==> src/rtl/fabric_pkg.sv <==
// Shared definitions for the fabric processing-element blocks: tag-handling
// mode encodings and a width helper for optional tag fields.
package fabric_pkg;

  localparam int TAG_OVERWRITE   = 0;
  localparam int TAG_TRANSPARENT = 1;

  // Tag-carrying ports keep at least one bit even when the design is untagged.
  function automatic int tag_w1(input int tag_width);
    return (tag_width > 0) ? tag_width : 1;
  endfunction

endpackage

==> src/rtl/fabric_tag_fifo.sv <==
// Circular tag queue with occupancy count; pointers wrap modulo DEPTH so any
// depth works. Storage is not reset, only pointers and count are.
module fabric_tag_fifo
#(
  parameter int WIDTH = 1,
  parameter int DEPTH = 4
)
(
  input  logic                           clk,
  input  logic                           rst_n,
  input  logic                           push_i,
  input  logic [WIDTH-1:0]               push_data_i,
  input  logic                           pop_i,
  output logic [WIDTH-1:0]               head_o,
  output logic                           full_o,
  output logic                           empty_o,
  output logic [$clog2(DEPTH+1)-1:0]     count_o
);

  localparam int PW = (DEPTH > 1) ? $clog2(DEPTH) : 1;
  localparam int CW = $clog2(DEPTH + 1);
  localparam logic [PW-1:0] LAST_PTR = PW'(DEPTH - 1);
  localparam logic [PW-1:0] PTR_ONE  = PW'(1);
  localparam logic [CW-1:0] FULL_CNT = CW'(DEPTH);
  localparam logic [CW-1:0] CNT_ONE  = CW'(1);

  logic [WIDTH-1:0] mem_q [DEPTH];
  logic [PW-1:0]    wr_ptr_q, wr_ptr_d;
  logic [PW-1:0]    rd_ptr_q, rd_ptr_d;
  logic [CW-1:0]    count_q, count_d;
  logic             do_push, do_pop;

  assign full_o  = (count_q == FULL_CNT);
  assign empty_o = (count_q == '0);
  assign do_push = push_i && !full_o;
  assign do_pop  = pop_i && !empty_o;
  assign head_o  = mem_q[rd_ptr_q];
  assign count_o = count_q;

  always_comb begin
    wr_ptr_d = wr_ptr_q;
    rd_ptr_d = rd_ptr_q;
    count_d  = count_q;
    if (do_push) wr_ptr_d = (wr_ptr_q == LAST_PTR) ? '0 : wr_ptr_q + PTR_ONE;
    if (do_pop)  rd_ptr_d = (rd_ptr_q == LAST_PTR) ? '0 : rd_ptr_q + PTR_ONE;
    case ({do_push, do_pop})
      2'b10:   count_d = count_q + CNT_ONE;
      2'b01:   count_d = count_q - CNT_ONE;
      default: count_d = count_q;
    endcase
  end

  always_ff @(posedge clk or negedge rst_n) begin
    if (!rst_n) begin
      wr_ptr_q <= '0;
      rd_ptr_q <= '0;
      count_q  <= '0;
    end else begin
      wr_ptr_q <= wr_ptr_d;
      rd_ptr_q <= rd_ptr_d;
      count_q  <= count_d;
    end
  end

  always_ff @(posedge clk) begin
    if (do_push) mem_q[wr_ptr_q] <= push_data_i;
  end

endmodule

==> src/rtl/fabric_pe_load_tracked.sv <==
// Load PE: issues addresses to memory, remembers a tag per in-flight request
// and re-attaches it to the in-order memory response on the way back.
module fabric_pe_load_tracked
  import fabric_pkg::*;
#(
  parameter int DATA_WIDTH  = 32,
  parameter int TAG_WIDTH   = 0,
  parameter int HW_TYPE     = 0,
  parameter int QUEUE_DEPTH = 4
)
(
  input  logic                               clk,
  input  logic                               rst_n,
  input  logic                               in0_valid,
  output logic                               in0_ready,
  input  logic [DATA_WIDTH+TAG_WIDTH-1:0]    in0_data,
  input  logic                               in1_valid,
  output logic                               in1_ready,
  input  logic [DATA_WIDTH-1:0]              in1_data,
  input  logic                               in2_valid,
  output logic                               in2_ready,
  input  logic [tag_w1(TAG_WIDTH)-1:0]       in2_data,
  output logic                               out0_valid,
  input  logic                               out0_ready,
  output logic [DATA_WIDTH+TAG_WIDTH-1:0]    out0_data,
  output logic                               out1_valid,
  input  logic                               out1_ready,
  output logic [DATA_WIDTH-1:0]              out1_data,
  input  logic [tag_w1(TAG_WIDTH)-1:0]       cfg_data,
  output logic [$clog2(QUEUE_DEPTH+1)-1:0]   outstanding,
  output logic                               err_orphan
);

  localparam int TW1 = tag_w1(TAG_WIDTH);

  if (DATA_WIDTH < 1 || QUEUE_DEPTH < 1 ||
      (HW_TYPE != TAG_OVERWRITE && HW_TYPE != TAG_TRANSPARENT) ||
      (HW_TYPE == TAG_TRANSPARENT && TAG_WIDTH == 0)) begin : g_bad_cfg
    $fatal(1, "fabric_pe_load_tracked: illegal parameter combination");
  end

  logic [TW1-1:0] addr_tag, push_tag, head_tag;
  logic           full, empty, tag_match, issue_fire, resp_fire;
  logic           err_orphan_q, err_orphan_d;

  if (TAG_WIDTH > 0) begin : g_tagged
    assign addr_tag  = in0_data[DATA_WIDTH+TAG_WIDTH-1:DATA_WIDTH];
    assign out0_data = {head_tag, in1_data};
  end else begin : g_untagged
    logic unused_head;
    assign unused_head = ^head_tag;
    assign addr_tag    = '0;
    assign out0_data   = in1_data;
  end

  // Issue only depends on registered fullness, so a same-cycle pop cannot
  // reach in0_ready combinationally.
  assign tag_match  = (HW_TYPE == TAG_OVERWRITE) || (addr_tag == in2_data);
  assign out1_valid = in0_valid && in2_valid && !full && tag_match;
  assign out1_data  = in0_data[DATA_WIDTH-1:0];
  assign issue_fire = out1_valid && out1_ready;
  assign in0_ready  = issue_fire;
  assign in2_ready  = issue_fire;
  assign push_tag   = (HW_TYPE == TAG_TRANSPARENT) ? addr_tag : cfg_data;

  assign out0_valid = in1_valid && !empty;
  assign in1_ready  = out0_ready && !empty;
  assign resp_fire  = out0_valid && out0_ready;

  fabric_tag_fifo #(
    .WIDTH (TW1),
    .DEPTH (QUEUE_DEPTH)
  ) u_tag_fifo (
    .clk         (clk),
    .rst_n       (rst_n),
    .push_i      (issue_fire),
    .push_data_i (push_tag),
    .pop_i       (resp_fire),
    .head_o      (head_tag),
    .full_o      (full),
    .empty_o     (empty),
    .count_o     (outstanding)
  );

  // A response with nothing in flight has no tag to pair with; flag it and hold it.
  assign err_orphan_d = err_orphan_q || (in1_valid && empty);

  always_ff @(posedge clk or negedge rst_n) begin
    if (!rst_n) err_orphan_q <= 1'b0;
    else        err_orphan_q <= err_orphan_d;
  end

  assign err_orphan = err_orphan_q;

endmodule

==> config.mk <==
export PLATFORM = sky130hd
export DESIGN_NAME = fabric_pe_load_tracked
export DESIGN_NICKNAME = d
export VERILOG_FILES = /design/src/rtl/fabric_pkg.sv /design/src/rtl/fabric_tag_fifo.sv /design/src/rtl/fabric_pe_load_tracked.sv
export SDC_FILE = /design/constraint.sdc
export NUM_CORES = 1
export LEC_CHECK = 0
export ABC_AREA = 0
export CORE_ASPECT_RATIO = 0.5
export CORE_MARGIN = 1.5
export CORE_UTILIZATION = 19
export DETAILED_ROUTE_END_ITERATION = 8
export GPL_TIMING_DRIVEN = 1
export PLACE_DENSITY = 0.92
export SLEW_MARGIN = 20
export SYNTH_ARGS = -nofsm -noshare
export SYNTH_HDL_FRONTEND = slang
export SYNTH_SLANG_ARGS = --single-unit
==> constraint.sdc <==
create_clock -name clk -period 2.1 [get_ports clk]
set_input_delay 0.42 -clock clk [delete_from_list [all_inputs] [get_ports clk]]
set_output_delay 0.42 -clock clk [all_outputs]
set_load 0.01 [all_outputs]
After elaboration in Yosys (flattened, before gate mapping):

Index checks and enable logic that the tools add are counted.

* logic and storage cells: 22
* bits in read-only memories: 0
* bits in writable memories: 0
* register bits: 4
* bits in latches: 0
* memories: 0

* bitwise gates (word level): 0
* div/mod/pow operators: 0
* magnitude comparators: 0
* multiply operators: 0
* shift operators: 0
* add/subtract/negate cells: 2
* reduce and logical (&&, ||, !) cells: 14
* equal/unequal tests: 3
* muxes and demuxes: 1

Operators with widths (number)
* $logic_and 1x1->1: 9
* $pmux 3 s2: 1
* $add 3x1->3 const B: 1
* $eq 3x3->1 const B: 1
* $logic_not 3->1: 1
* $sub 3x1->3 const B: 1
* $eq 2x1->1 const B: 1
* $eq 2x2->1 const B: 1
* $logic_not 1->1: 2
* $reduce_bool 2->1: 1
* $logic_or 1x1->1: 1

Depth between registers and ports, before layout:

* depth after elaboration: 7
* depth in mapped cells: 9
* depth with buffers taken out: 9

Modules after synthesis:

From an unflattened synthesis, not the netlist that was laid out.

* cells, all modules: 118
* area total of the unflattened synthesis: 1189.9 um^2

Modules (own cells, without submodules)
* fabric_tag_fifo: area each 628.1 um^2, times used 1, cells an instance 46, sequential area each 295.3 um^2
* fabric_pe_load_tracked: area each 561.8 um^2, times used 1, cells an instance 72, sequential area each 25.0 um^2

Worst setup path after synthesis:

OpenSTA, ideal clock, no wires.

* path type: flip-flop to flip-flop
* start: register u_tag_fifo.count_q[0], in the netlist u_tag_fifo.count_o[0]
* end: register u_tag_fifo.count_q[2], in the netlist u_tag_fifo.count_o[2]
* setup slack: 354 ps
* data required time: 2021 ps
* clock period less this slack: 1746 ps
* arrival: 1667 ps
* stages on the path, launching flop included: 10
* cell sequence: dfrtp_1 -> inv_2 -> nand3_2 -> nand4_1 -> ha_1 -> inv_1 -> fa_1 -> xor2_1 -> nor2_1 -> xor2_1

* cells in the longest elaborated chain, start to end: 7
* elaborated cells on any way between the ends: 16

Ends and longest elaborated chain
* from (decl): line fabric_tag_fifo.sv:30 `logic [CW-1:0] count_q, count_d;`
* from (signal assigned): line fabric_tag_fifo.sv:61 `count_q <= count_d;`
* $eq 3x3->1 or $logic_not 3->1 (tied branches): line fabric_tag_fifo.sv:33, fabric_tag_fifo.sv:34
* $logic_not 1->1, on equally long branches
* $logic_and 1x1->1, on equally long branches: line fabric_pe_load_tracked.sv:59, fabric_pe_load_tracked.sv:66
* $logic_and 1x1->1, on equally long branches: line fabric_pe_load_tracked.sv:61, fabric_pe_load_tracked.sv:68
* $logic_and 1x1->1, on equally long branches: line fabric_tag_fifo.sv:35, fabric_tag_fifo.sv:36
* $eq 2x1->1 or $eq 2x2->1 (tied branches): line fabric_tag_fifo.sv:46 `case ({do_push, do_pop})`
* $pmux 3 s2 or $reduce_bool 2->1 (tied branches)

Several ways; a longest one is shown, not always the timed one.
A chain may end at the register's enable or synchronous reset.

Worst setup path in the final report:

* start: input port in0_valid
* end: output port out1_valid

* cells in the longest elaborated chain, start to end: 2

Ends and longest elaborated chain
* from (decl): line fabric_pe_load_tracked.sv:14 `input logic in0_valid,`
* $logic_and 1x1->1 (2 in a row): line fabric_pe_load_tracked.sv:59 `assign out1_valid = in0_valid && in2_valid && !full && tag_match;`
* to (decl): line fabric_pe_load_tracked.sv:26 `output logic out1_valid,`

No other way between the ends.

==> results.sh <==
export IMPL_final_layout_size_suffix_gt1_frac=0.178
export IMPL_power_frac_comb=0.470
export IMPL_slew_headroom=0.824
export IMPL_htree_levels=1
export IMPL_synthCells=90
export IMPL_synth_seq_area_share=0.135
export IMPL_avgSynthCellArea_um2=8.22
export IMPL_rsz0062_at_grt="no"
export IMPL_yosysTopAreaCell="buf_4"
export IMPL_synth_top_area_share=0.660
export IMPL_arrival_ns=1.58
export IMPL_die_height_um=47.1
export IMPL_vias=321
export IMPL_ys_seq_elements=4
export IMPL_timing_fmax_mhz=499
export IMPL_antenna_found_initial=0
export IMPL_globalRouteTotalUtil=0.0389
export IMPL_dp_hpwl_um=816
export IMPL_n_fill_cell=394
export IMPL_swShare=0.351
export IMPL_finalInstanceArea_um2=529
export IMPL_cts_made_buffers=3
export IMPL_grt_pass1_wl_mm=1.25
export IMPL_dpl_cell_count=93
export IMPL_fin_crit_ns=2.00
export IMPL_rows=15
export IMPL_synth_nets=165
export IMPL_async_flop_share=1.00
export IMPL_seqPwrFrac=0.258
export IMPL_ctsRootBufferMaster="clkbuf_8"
export IMPL_max_clock_path_buffers=2
export IMPL_status="complete, no violations"
export IMPL_place_gp_congestion=0.643
export IMPL_dpl_instance_area_um2=480
export IMPL_grt_pass1_vias=294
export IMPL_setup_viol=0
export IMPL_final_cell_count_no_fill=96
export IMPL_yosysUniqueCellTypes=18
export IMPL_vdd_drop_max_mv=0.259
export IMPL_synth_edf_count=0
export IMPL_critical_path_required_ns=1.68
export IMPL_switching_power_mw=0.207
export IMPL_power_internal_mw=0.382
export IMPL_die_width_um=91.2
export IMPL_clock_latency_ns=0.22
export IMPL_setup_worst_path_end_class="output pin"
export IMPL_diodes=0
export IMPL_area_growth_pct=-28.4
export IMPL_critPathKind="primary input to output pin"
export IMPL_ios=146
export IMPL_power_density_nw_per_um2=1110
export IMPL_synth_main_ff_cell="dfrtp_1"
export IMPL_cts_tree="yes"
export IMPL_wire_per_inst_um=10.0
export IMPL_fin_nets=122
export IMPL_routed_via_density=3.34
export IMPL_grt_overflow_total=0
export IMPL_path_clk_slew_ns=0.03
export IMPL_maxCapViolations=0
export IMPL_crit_fanout=3
export IMPL_ys_warn_count=0
export IMPL_io_buffers=15
export IMPL_tightest_slew_ns=0.262
export IMPL_clkPwrFrac=0.273
export IMPL_grt_max_degree=5
export IMPL_final_antenna_net_count=0
export IMPL_finalHoldViolations=0
export IMPL_multi_input_area_um2=140
export IMPL_crit_path_start_kind="primary input"
export IMPL_p_leak_nw=0.247
export IMPL_drc=0
export IMPL_start_util=0.206
export IMPL_fp_coreArea_um2=3580
export IMPL_drt_initial_drc_count=9
export IMPL_synthTopCellsByArea="buf_4 66%, dfrtp_1 14%, fa_1 2.7%"
export IMPL_clock_sinks=4
export IMPL_slew_violations=0
export IMPL_finalPower_mw=0.589
export IMPL_fp_dieArea_um2=4300
export IMPL_hp_class="primary input to asynchronous set/reset pin"
export IMPL_cts_setup_buffers=0
export IMPL_seqCellArea_um2=100
export IMPL_firstDrtPassIters=3
export IMPL_drt_total_wl_um=964
export IMPL_fin_crit_sh=0.955
export IMPL_skew_ns=0.00481
export IMPL_post_route_util=0.148
export IMPL_synth_area_um2=739
## final cells by class
| type | instances | area share |
|---|---|---|
| Multi-Input combinational cell | 18 | 0.265 |
| Sequential cell | 4 | 0.189 |
| Tap cell | 51 | 0.121 |
| Timing Repair Buffer | 17 | 0.326 |
| Clock buffer | 3 | 0.0780 |
| Inverter | 3 | 0.0213 |
## cell usage after synthesis, drive strengths merged, types with 2 or more instances
master  instances
buf            65
dfrtp           4
inv             3
nand2           2
nor2            2
nor2b           2
xor2            2
## power groups by stage
stage / Clock, mW / Sequential, mW / Combinational [mW]
3_5_place_dp: 0 / 0.153 / 0.282
5_1_grt: 0.168 / 0.158 / 0.299
3_3_place_gp: 0 / 0.152 / 0.271
2_1_floorplan: 0 / 0.162 / 0.254
6_report: 0.161 / 0.152 / 0.276
4_1_cts: 0.164 / 0.152 / 0.283
## sequential cells by signal (all words and copies together) (netlist names)
register,flops
u_tag_fifo.count_o,3
err_orphan,1
## kinds of logic after synthesis
group	after synthesis	synth area share
buffers and inverters	68	0.675
and+or+nand+nor	11	0.0931
DFF	4	0.135
xor gates and xnor gates	3	0.0355
AOI/OAI and AO/OA	2	0.0169
adders and majority gates	2	0.0440
## per-stage QoR
step | TNS (ns) | setup WS [ns] | hold WS (ns)
after floorplan | 0 | 0.354 | 0.124
after global placement | -0.0432 | -0.0432 | 0.442
after detailed placement | -0.0954 | -0.0954 | 0.457
after CTS | 0 | 0.0182 | 0.411
after global routing | 0 | 0.0280 | 0.427
final | 0 | 0.0953 | 0.409
## metal layers
layer  vias up  track usage  share of wire
met5         -            0              0
met4         0       0.0563          0.046
met2        38       0.0687           0.54
li1        125            -              -
met1       150       0.0239           0.26
met3         8       0.0291           0.16
## final timing paths
path | to | startpoint | cells after the start | slack (ns)
max | out1_valid | in0_valid | 3 | 0.1
min | u_tag_fifo.count_o[1] | rst_n | 1 | 0.41
max reg2reg | u_tag_fifo.count_o[2] | u_tag_fifo.count_o[1] | 9 | 0.27
min reg2reg | err_orphan | err_orphan | 1 | 0.46
max in group asynchronous | u_tag_fifo.count_o[2] | rst_n | 1 | 1.52
min in group clk | err_orphan | err_orphan | 1 | 0.46
## layout by cell type (no fill, tap or decap)
| master | netlist | final |
|---|---|---|
| ha_1 | 1 | 1 |
| dfrtp_1 | 4 | 4 |
| xor2_1 | 2 | 2 |
| nand4_1 | 1 | 1 |
| clkdlybuf4s50_1 | 0 | 12 |
| nor2b_1 | 2 | 2 |
| xnor2_1 | 1 | 1 |
| o21ai_0 | 1 | 1 |
| dlymetal6s2s_1 | 0 | 3 |
| inv_1 | 2 | 2 |
| nor2_1 | 2 | 2 |
| clkbuf_8 | 0 | 3 |
| and3_1 | 1 | 1 |
| fa_1 | 1 | 1 |
| a21o_1 | 1 | 1 |
| inv_2 | 1 | 1 |
| nand2_1 | 2 | 2 |
| buf_4 | 65 | 2 |
| nand3_2 | 1 | 1 |
| and4_1 | 1 | 1 |
| nor3_2 | 1 | 1 |
## repair_timing
action                     4_1_cts  5_1_grt
gates resized for setup          0        3
hold buffers                     0        0
setup endpoints to repair        0        3
## worst max-delay path, cell delays in order
cell and delay (ns):
clkdlybuf4s50_1 0.49, and3_1 0.15, clkdlybuf4s50_1 0.52
Power figures use the tool's default switching activity.
==> edit 1: new RTL, config.mk and constraints unchanged <==
Register the output `err_orphan` once more, without a reset; this adds one clock of latency there. The other outputs are not delayed to match.
--- a/src/rtl/fabric_pe_load_tracked.sv
+++ b/src/rtl/fabric_pe_load_tracked.sv
@@ -91,5 +91,7 @@
   end
 
-  assign err_orphan = err_orphan_q;
+  always_ff @(posedge clk) begin
+    err_orphan <= err_orphan_q;
+  end
 
 endmodule
Check against the original RTL: not equivalent (Yosys sat finds a counterexample within 4 cycles, from zero or initial values and one cycle with rst_n low).
==> edit 1 against the unedited design <==
- sequential cell count grew 1
- worst setup slack lost 0.0069 ns
- non-clock buffer count stayed put
- area after synthesis grew 2.0%
- final area up 4.3%
- cell count increased by 1.0%
- synthesized cell count stayed put
- routed wire length up 16%
- largest power group unchanged
- critical path type is now input port to flop
- hold slack worse by 0.032 ns
- power increased by 9.8%
==> edit 1: results (changes against the unedited design) <==
[timing]
holdWs_ns = 0.377  ; was 0.409 ns
fin_skew_ns = 0.000939  ; was 0.00481 ns
worst_slew_pin_slew_ns = 0.220  ; was 0.262 ns
finalSetupViolations = 0  ; unchanged

[yosys]
synth.top_cells.by_area = buf_4, dfrtp_1, dfxtp_1  ; was buf_4, dfrtp_1, fa_1
synthesis.nets = 165  ; unchanged
synth_cell_types = 20  ; was 18
synthFlopType = dfrtp_1  ; unchanged
ys_seq_area_share_pct = 15.9  ; was 13.5%
synthTopCellsByCount = buf_4, dfrtp_1, inv_1  ; was buf_4, dfrtp_1
async_flop_share_pct = 80.0  ; was 100%
netlist_area_um2 = 754  ; was 739 um^2

[placement]
preCtsSetupSlack_ns = -0.192  ; was -0.0954 ns
gp_congestion = 0.777  ; was 0.643
portBuffers = 15  ; unchanged
placed_cell_area_um2 = 488  ; was 480 um^2
place_hpwl_um = 828  ; was 816 um

[worst_setup_path]
worst_ep_arrival_time_ns = 2.15  ; was 1.58 ns
reg2reg_slack_ns = 0.22  ; was 0.27 ns
critical_path.startpoint = out0_ready  ; was in0_valid
crit_path_max_fanout = 2  ; was 3
r2r-start = u_tag_fifo.count_o[0]  ; was u_tag_fifo.count_o[1]
slowest_delay_ns = 0.45  ; was 0.52 ns

[worst_hold_path]
min-delay-path-class = flop to flop  ; was input port to asynchronous set/reset pin

[pwr]
ir_worst_vdd_uv = 230  ; was 259 uV
leakage_uw = 0.000233  ; was 0.000247 uW
power_switching_uw = 215  ; was 207 uW

[global_route]
grt.total_usage_pct = 5.19  ; was 3.89%
grt_pass1_vias = 357  ; was 294
grt_pass1_wl_um = 1580  ; was 1250 um
grt_max_degree = 5  ; unchanged

[finish]
layout.nets = 122  ; unchanged
layout-drive-gt1-share_pct = 21.7  ; was 17.8%
nFillCells = 406  ; was 394

[detailed_routing]
drt-initial-drc-count = 4  ; was 9
vias = 330  ; was 321
wl_per_cell_um = 11.5  ; was 10.0 um
firstDrtPassIters = 2  ; was 3

[clocking]
clk_path_buf_depth = 2  ; unchanged

[status]
status = complete, no violations  ; unchanged

edit 1: layout make-up:
class	instances	share of cell area (%)
timing repair buffer	17	30.2
inverter	3	2.04
multi-input combinational	17	26.3
tap	51	11.6
sequential	5	21.8
clock buffer	4	8.16
edit 1: logic make-up (layout without fill, tap and decap cells):
family / Yosys count / in the layout / share of synthesized area (%)
flip-flops: 5 / 5 / 15.9
XOR/XNOR: 3 / 3 / 3.48
buffers and inverters: 68 / 24 / 66.2
adder cells (fa/ha/maj): 2 / 2 / 4.31
AND/OR/NAND/NOR: 10 / 10 / 8.46
AO/OA/AOI/OAI: 2 / 2 / 1.66
edit 1: per-stage QoR:
| stage | instances | total power (uW) | setup TNS [ns] | utilization [%] |
|---|---|---|---|---|
| after global placement | 92 | 432 | -0.139 | 13.5 |
| after detailed placement | 92 | 445 | -0.195 | 13.5 |
| after floorplan | 90 | 429 | 0 | - |
| after global routing | 97 | 686 | 0 | 15.3 |
| final | 97 | 647 | 0 | 15.3 |
| after CTS | 96 | 622 | 0 | 14.8 |
edit 1: worst register-to-register path: cells and delay by family, from the launching register on:
kind | cells | cell delay [ns]
XOR/XNOR | 2 | 0.30
AND/OR/NAND/NOR | 3 | 0.40
adder cells (fa/ha/maj) | 2 | 0.51
flip-flops | 1 | 0.41
buffers and inverters | 2 | 0.18
edit 1: worst max-delay path by stage:
stage / to / slack (ns) / cells after the start
2_1_floorplan: u_tag_fifo.count_o[2] / 0.17 / 9
3_3_place_gp: u_tag_fifo.count_o[2] / -0.14 / 9
3_5_place_dp: u_tag_fifo.count_o[2] / -0.19 / 9
4_1_cts: in2_ready / 0.005 / 3
5_1_grt: u_tag_fifo.count_o[2] / 0.007 / 9
6_report: u_tag_fifo.count_o[2] / 0.09 / 9
edit 1: per-layer routing:
layer	up-vias	part of all wire, %	track usage, %
met2	41	49	6.81
met4	0	7.0	10.2
met3	18	18	5.71
met1	146	27	2.81
li1	125	-	-
met5	-	0	0
edit 1: repair_timing:
action / 4_1_cts / 5_1_grt
buffers inserted: 0 / 1
pin swaps: 0 / 1
gates resized for setup: 1 / 5
setup endpoints to repair: 2 / 2
edit 1: power by group through the flow:
| stage | Sequential (uW) | Combinational (uW) | Clock [uW] |
|---|---|---|---|
| final | 168 | 302 | 177 |
| after global routing | 171 | 326 | 189 |
| after floorplan | 180 | 249 | 0 |
| after global placement | 169 | 262 | 0 |
| after detailed placement | 170 | 275 | 0 |
| after CTS | 169 | 275 | 178 |
==> edit 2: new RTL, same settings <==
Made on the original files. The parameter `DATA_WIDTH` goes from 32 to 16.
--- a/src/rtl/fabric_pe_load_tracked.sv
+++ b/src/rtl/fabric_pe_load_tracked.sv
@@ -4,5 +4,5 @@
   import fabric_pkg::*;
 #(
-  parameter int DATA_WIDTH  = 32,
+  parameter int DATA_WIDTH  = 16,
   parameter int TAG_WIDTH   = 0,
   parameter int HW_TYPE     = 0,
Interface: changed (resized in0_data, in1_data, out0_data and out1_data); port bits go from 146 to 82. No check against the original RTL was run, so the function may have changed too.
==> edit 2 against the unedited design <==
- synthesized cell count down 36%
- largest cell class unchanged
- clock skew shrank 0.0022 ns
- via count fell by 12%
- power is 1.7% higher
- highest routed layer unchanged
- fmax shrank 2.8%
- worst setup slack worse by 0.058 ns
- final area shrank 4.3%
- count of clock-buffer cells in the layout stayed put
- routed wire length decreased by 17%
- sequential cell count unchanged
- area after synthesis decreased by 32%
- largest power group unchanged
- clock power up 2%
==> edit 2: results (changes against the unedited design) <==
[placement]
placed_cell_area_um2 = 460  ; was 480 um^2
portBuffers = 15  ; unchanged
place_hpwl_um = 578  ; was 816 um
gp_congestion = 0.635  ; was 0.643
preCtsSetupSlack_ns = -0.101  ; was -0.0954 ns
dp_cells = 77  ; was 93

[detailed_routing]
wl_per_cell_um = 10.0  ; about the same
wl_met2_um = 406  ; was 517 um
wl_met1_um = 261  ; was 248 um
firstDrtPassIters = 2  ; was 3
wl_met3_um = 106  ; was 153 um
vias_per_cell = 3.54  ; was 3.34

[global_route]
grt_pass1_vias = 253  ; was 294
grt_util_met2_pct = 8.55  ; was 6.87%
grt_use_met3_pct = 5.99  ; was 2.91%
grt.total_usage_pct = 6.24  ; was 3.89%
grt_pass1_wl_um = 1100  ; was 1250 um
met1_usage_pct = 4.58  ; was 2.39%

[status]
status = complete, no violations  ; unchanged

[timing]
max_clock_freq_mhz = 485  ; was 499 MHz
holdWs_ns = 0.399  ; was 0.409 ns
maxSlewHeadroom_pct = 81.9  ; was 82.4%
fin_skew_ns = 0.00262  ; was 0.00481 ns

[finish]
final_cells = 80  ; was 96
layout.nets = 90  ; was 122

[yosys]
synth.top_cells.by_area = buf_4, dfrtp_1, fa_1  ; unchanged
synthTopCellsByCount = buf_4, dfrtp_1  ; unchanged
ys_seq_area_share_pct = 20.1  ; was 13.5%
synthesis.nets = 101  ; was 165

[pwr]
ir_worst_vdd_uv = 287  ; was 259 uV
leakage_uw = 0.000230  ; was 0.000247 uW

[worst_setup_path]
slowest_delay_ns = 0.54  ; was 0.52 ns
r2r-start = u_tag_fifo.count_o[0]  ; was u_tag_fifo.count_o[1]
worst_ep_arrival_time_ns = 1.64  ; was 1.58 ns

[clocking]
clk_path_buf_depth = 2  ; unchanged

edit 2: cell count changes after synthesis, sizes merged:
cell  before  now
buf       65   33
edit 2: critical path: cells and delay by family:
family        cells  cell delay [ns]
simple gates      1             0.20
buf+inv           2             1.02
edit 2: logic make-up (layout without fill, tap and decap cells):
kind of cell / after synthesis / after routing / share of synthesized area [%]
XOR/XNOR: 3 / 3 / 5.26
buffers and inverters: 36 / 23 / 51.9
adder cells (fa/ha/maj): 2 / 2 / 6.52
AND/OR/NAND/NOR: 11 / 11 / 13.8
AO/OA/AOI/OAI: 2 / 2 / 2.51
flip-flops: 4 / 4 / 20.1
edit 2: where the power goes:
group	switching [uW]	total [uW]	leakage, uW	internal [uW]
clock	42.7	165	0.0000216	122
sequential	44.5	154	0.0000446	109
combinational	126	280	0.000164	153
edit 2: final cells by class:
cell class,count,area (um^2)
fill,268,1840
timing repair buffer,17,170
inverter,3,11.3
tap,35,43.8
multi-input combinational,18,140
clock buffer,3,41.3
sequential,4,100
